File: src/rtl/mem_pkg.sv
// Shared defaults and read-arbiter state encoding for the memory stream controller.
package mem_pkg;

    localparam int unsigned DATA_WIDTH_DEF = 8;
    localparam int unsigned ADDR_WIDTH_DEF = 10;

    typedef enum logic [1:0] {
        IDLE    = 2'd0,
        GRANT_A = 2'd1,
        GRANT_B = 2'd2
    } grantState_t;

endpackage

File: src/rtl/rr_arbiter2.sv
// Two-requester round-robin read arbiter; the state register doubles as the
// registered read-port select.
module rr_arbiter2
    import mem_pkg::*;
(
    input  logic        Clock,
    input  logic        Reset,
    input  logic        reqA,
    input  logic        reqB,
    input  logic        avail,
    output logic        issueA_c,
    output logic        issueB_c,
    output grantState_t state
);

    grantState_t nextState;
    logic        lastGrantB;

    // Ties go to whichever requester was not served last.
    always_comb begin
        nextState = IDLE;
        if (avail) begin
            if (reqA && reqB) begin
                nextState = lastGrantB ? GRANT_A : GRANT_B;
            end else if (reqA) begin
                nextState = GRANT_A;
            end else if (reqB) begin
                nextState = GRANT_B;
            end
        end
    end

    assign issueA_c = (nextState == GRANT_A);
    assign issueB_c = (nextState == GRANT_B);

    always_ff @(posedge Clock or posedge Reset) begin
        if (Reset) begin
            state      <= IDLE;
            lastGrantB <= 1'b1;
        end else begin
            state <= nextState;
            if (nextState == GRANT_A) begin
                lastGrantB <= 1'b0;
            end else if (nextState == GRANT_B) begin
                lastGrantB <= 1'b1;
            end
        end
    end

endmodule

File: src/rtl/mem_stream_ctrl.sv
// Circular-FIFO controller for an external memory: streams upstream bytes into
// the write port and serves two consumers from the read port.
module mem_stream_ctrl
    import mem_pkg::*;
#(
    parameter int unsigned DATA_WIDTH = DATA_WIDTH_DEF,
    parameter int unsigned ADDR_WIDTH = ADDR_WIDTH_DEF
) (
    input  logic                  Clock,
    input  logic                  Reset,
    input  logic                  iValid,
    input  logic [DATA_WIDTH-1:0] iData,
    output logic                  oReady,
    input  logic                  iReqa,
    input  logic                  iReqb,
    output logic                  oWriteEnable,
    output logic [ADDR_WIDTH-1:0] oAddress,
    output logic [DATA_WIDTH-1:0] oDataIn,
    output logic [ADDR_WIDTH-1:0] oReadAddress,
    output logic                  oReadtoa,
    output logic                  oReadtob,
    output logic                  oDataValida,
    output logic                  oDataValidb,
    output logic [ADDR_WIDTH:0]   oCount,
    output logic                  oFull,
    output logic                  oEmpty,
    output logic                  oOverflow
);

    localparam int unsigned CW = ADDR_WIDTH + 1;
    localparam logic [CW-1:0] DEPTH = CW'(2 ** ADDR_WIDTH);

    logic [ADDR_WIDTH-1:0] wrPtr;
    logic [ADDR_WIDTH-1:0] rdPtr;
    logic [CW-1:0]         count;
    logic [CW-1:0]         committed;
    logic                  pendingWrite;
    logic                  accept;
    logic                  issue;
    logic                  issueA_c;
    logic                  issueB_c;
    grantState_t           grantState;

    // The byte in flight on the write port is counted but not yet readable.
    assign pendingWrite = oWriteEnable;
    assign committed    = count - CW'(pendingWrite);

    assign oCount = count;
    assign oFull  = (count == DEPTH);
    assign oEmpty = (committed == '0);
    assign oReady = !oFull;
    assign accept = iValid && oReady;
    assign issue  = issueA_c || issueB_c;

    rr_arbiter2 uArb (
        .Clock    (Clock),
        .Reset    (Reset),
        .reqA     (iReqa),
        .reqB     (iReqb),
        .avail    (!oEmpty),
        .issueA_c (issueA_c),
        .issueB_c (issueB_c),
        .state    (grantState)
    );

    assign oReadtoa = (grantState == GRANT_A);
    assign oReadtob = (grantState == GRANT_B);

    always_ff @(posedge Clock or posedge Reset) begin
        if (Reset) begin
            wrPtr        <= '0;
            rdPtr        <= '0;
            count        <= '0;
            oWriteEnable <= 1'b0;
            oAddress     <= '0;
            oDataIn      <= '0;
            oReadAddress <= '0;
            oDataValida  <= 1'b0;
            oDataValidb  <= 1'b0;
            oOverflow    <= 1'b0;
        end else begin
            oWriteEnable <= accept;
            if (accept) begin
                oAddress <= wrPtr;
                oDataIn  <= iData;
                wrPtr    <= wrPtr + ADDR_WIDTH'(1);
            end

            if (issue) begin
                oReadAddress <= rdPtr;
                rdPtr        <= rdPtr + ADDR_WIDTH'(1);
            end

            // Memory output is valid the cycle after the select strobe.
            oDataValida <= oReadtoa;
            oDataValidb <= oReadtob;

            case ({accept, issue})
                2'b10:   count <= count + CW'(1);
                2'b01:   count <= count - CW'(1);
                default: count <= count;
            endcase

            if (iValid && oFull) begin
                oOverflow <= 1'b1;
            end
        end
    end

endmodule

File: config.mk
export PLATFORM = sky130hd
export DESIGN_NAME = mem_stream_ctrl
export DESIGN_NICKNAME = d
export VERILOG_FILES = /design/src/rtl/mem_pkg.sv /design/src/rtl/rr_arbiter2.sv /design/src/rtl/mem_stream_ctrl.sv
export SDC_FILE = /design/constraint.sdc
export NUM_CORES = 1
export LEC_CHECK = 0
export BUFFER_PORTS_ARGS = -buffer_cell sky130_fd_sc_hd__buf_4
export CORE_ASPECT_RATIO = 1.1
export CORE_MARGIN = 4
export CORE_UTILIZATION = 55
export DETAILED_ROUTE_END_ITERATION = 10
export PLACE_DENSITY_LB_ADDON = 0.1
export SYNTH_ARGS = -nofsm -noshare
export SYNTH_HDL_FRONTEND = slang
export SYNTH_SLANG_ARGS = --single-unit
File: constraint.sdc
create_clock -name Clock -period 8.1 [get_ports Clock]
set_clock_uncertainty 0.1 [all_clocks]
set_input_delay 0 -clock Clock [delete_from_list [all_inputs] [get_ports Clock]]
set_output_delay 0 -clock Clock [all_outputs]
set_load 0.02 [all_outputs]
==> results.toml <==
[yosys]
netlist.area_leader.share_pct = 51.8
synth_edf_count = 0
dominantRegCellSynth = "dfrtp_1"
avgSynthCellArea_um2 = 10.8
yosysSeqAreaShare_pct = 52.7
yosys_warnings = 0
synthCells = 291
synthTopCellsByArea = "dfrtp_1 (52%), nand2_1 (8.3%), ha_1 (5.6%)"
yosysTopAreaCell = "dfrtp_1"
ys_ff_latch = 66
ys_async_sr_fraction_pct = 100
synth.net_count = 319
post_synth_instance_area_mm2 = 0.00314
synth.top_cells.by_count = "nand2_1 (69), dfrtp_1 (65), xnor2_1 (16)"
yosysMostFrequentCell = "nand2_1"
yosysUniqueCellTypes = 45

[route]
wirelength_um = 6380
dr.pass1.iters = 4
wl_met3_um = 308
wl_met2_um = 3030
vias_per_cell = 5.14
ant_nets = 0
remaining_drc_errors = 0
wl_per_cell_um = 14.2
vias = 2310
dr.max_layer_used = "met4"
first_iter_violations = 97
wl_met1_um = 2910

[sta]
worstMarginPinSlew_ns = 0.829
rsz0062_at_grt = "no"
fin_crit_sh_pct = 59.7
finalSetupViolCount = 0
setup_tns_ns = 0
slew_viol_final = 0
fmaxAchievable_ghz = 0.207
period_needed_ns = 4.84
slew_headroom_pct = 44.7
hold_viol_final = 0

[placed_design]
io_buffer_count = 60
post_dp_cell_area_mm2 = 0.00364
gp_congestion = 0.874
dpl.hpwl_um = 4270

[grt]
antenna_found_initial = 0
grtUsageTotal_pct = 20.5
grt_pass1_vias = 2271
grt_pass1_wl_um = 11000
overflow = 0
grt_max_degree = 67

[floorplan]
initial_core_util_pct = 57.4
coreArea_mm2 = 0.00547
dieHeight_um = 87.2
dieArea_mm2 = 0.00698
fp.dieW_um = 80.0
rows = 28
io_pins = 61

[layout]
drive_above_1_share_pct = 27.0
syn_to_final_growth_pct = 27.3
nNetsFinal = 397
antenna_cells = 0
num-fill-cells = 424
fin_area_mm2 = 0.00399

[setup_path]
cpMostUsedCell = "ha_1"
slowest_stage = "ha_1"
worstPathArrival_ns = 4.97
cp.required_ns = 8.23
end_kind = "register"
crit_type = "register to register"
cp_slowest_stage_delay_ns = 0.63
cp_max_fo = 15
r2r_setup_slack_ns = 3.26
path_cells = "inv_1 > ha_1 > xnor2_1 > and3_1 > nand3_1 > nand3_1 > dlygate4sd3_1 > ha_1 > inv_1 > ha_1 > fa_1 > a211oi_2 > o21ai_1 > and2_1 > o41ai_2 > and3b_1"
crit_path_start_kind = "register"

[clocking]
clk_pin_slew_ns = 0.07
h-tree-depth = 3
cts_buffer_depth = 2
cts_setup_buffers = 0
cts_root_buffer = "clkbuf_8"
clkLatencyLatePin_ns = 0.34
cts_buffers = 9
cts_tree = "built"
clkSinkCount = 66

[power_and_ir_drop]
ir_drop_v = 0.000169
p_leak_uw = 0.00204
power_density_mw_per_mm2 = 368

[outcome]
run_status = "completed"

[flow_run]
maxCapViolations = 0

[hold_path]
hold_class = "primary input to register"
stage by stage:
step / power [uW] / hold slack, ns / setup slack, ns / util, % / instances
3_3_place_gp: 1140 / 0.0877 / 4.00 / 66.6 / 420
6_report: 1470 / 0.284 / 3.26 / 73.1 / 449
4_1_cts: 1480 / 0.267 / 3.27 / 73.1 / 449
5_1_grt: 1570 / 0.306 / 2.94 / 73.1 / 449
2_1_floorplan: 960 / 0.00544 / 4.31 / - / 291
3_5_place_dp: 1160 / 0.0933 / 3.78 / 66.6 / 420
critical path, delay by kind of cell, from the launching register on:
| family | cells | cell delay, ns |
|---|---|---|
| xor+xnor | 1 | 0.13 |
| buf+inv | 3 | 0.85 |
| flops | 1 | 0.51 |
| fa+ha+maj | 4 | 1.76 |
| compound gates | 3 | 0.62 |
| simple gates | 5 | 0.74 |
area by class of cell:
class | count | area [um2] | area share, %
Clock inverter | 6 | 87.6 | 2.19
Multi-Input combinational cell | 206 | 1390 | 34.7
Sequential cell | 66 | 1650 | 41.4
Clock buffer | 10 | 138 | 3.45
Timing Repair Buffer | 74 | 588 | 14.7
Tap cell | 75 | 93.8 | 2.35
Inverter | 12 | 47.5 | 1.19
flip-flops by register name, summed over array words and instances, names as in the netlist, 2 cells and up:
| signal | cells |
|---|---|
| oAddress | 10 |
| oReadAddress | 10 |
| uArb.state | 2 |
| oDataIn | 8 |
| rdPtr | 10 |
| wrPtr | 10 |
| oCount | 11 |
placed cells by master (no fill, tap or decap), types with 3 or more instances in the layout:
cell type      instances
a21o_1                 5
a21oi_1                9
and3_1                 5
buf_4                 61
clkbuf_8              10
dfrtp_1               65
dlygate4sd3_1         13
ha_1                  14
inv_1                 10
mux2_2                11
nand2_1               69
nand3_1                8
nand4_1                4
nor2_1                 7
nor2b_1                4
o21ai_0               12
o21ai_1                3
xnor2_1               16
xor2_1                11
report_power, final:
part	internal (uW)	switching, uW
Clock	183	131
Sequential	434	109
Combinational	285	328
Total	901	568
kinds of logic after synthesis:
family / share of synthesized area (%)
adders and majority gates: 6.22
xor gates and xnor gates: 7.54
DFF: 52.7
and+or+nand+nor: 17.4
AOI/OAI and AO/OA: 9.05
muxes: 3.95
buffers and inverters: 3.15
worst paths after layout:
kind / from / end / cells past startpoint
min: iData[5] / oDataIn[5] / 4
max in group asynchronous: Reset / oCount[3] / 4
min reg2reg: uArb.state[1] / oDataValida / 1
max reg2reg: oCount[0] / oCount[10] / 16
max: oCount[0] / oCount[10] / 16
min in group asynchronous: Reset / oReadAddress[8] / 4
metal layers:
metal / global-route usage (%) / vias up
li1: - / 1145
met4: 9.68 / 0
met2: 32.0 / 49
met3: 4.66 / 12
met5: 0 / -
met1: 27.2 / 1104
timing repair:
item,in CTS,in global routing
gates resized for setup,0,0
endpoints found under the hold margin,77,0
hold buffers,13,0
Power figures use the tool's default switching activity.
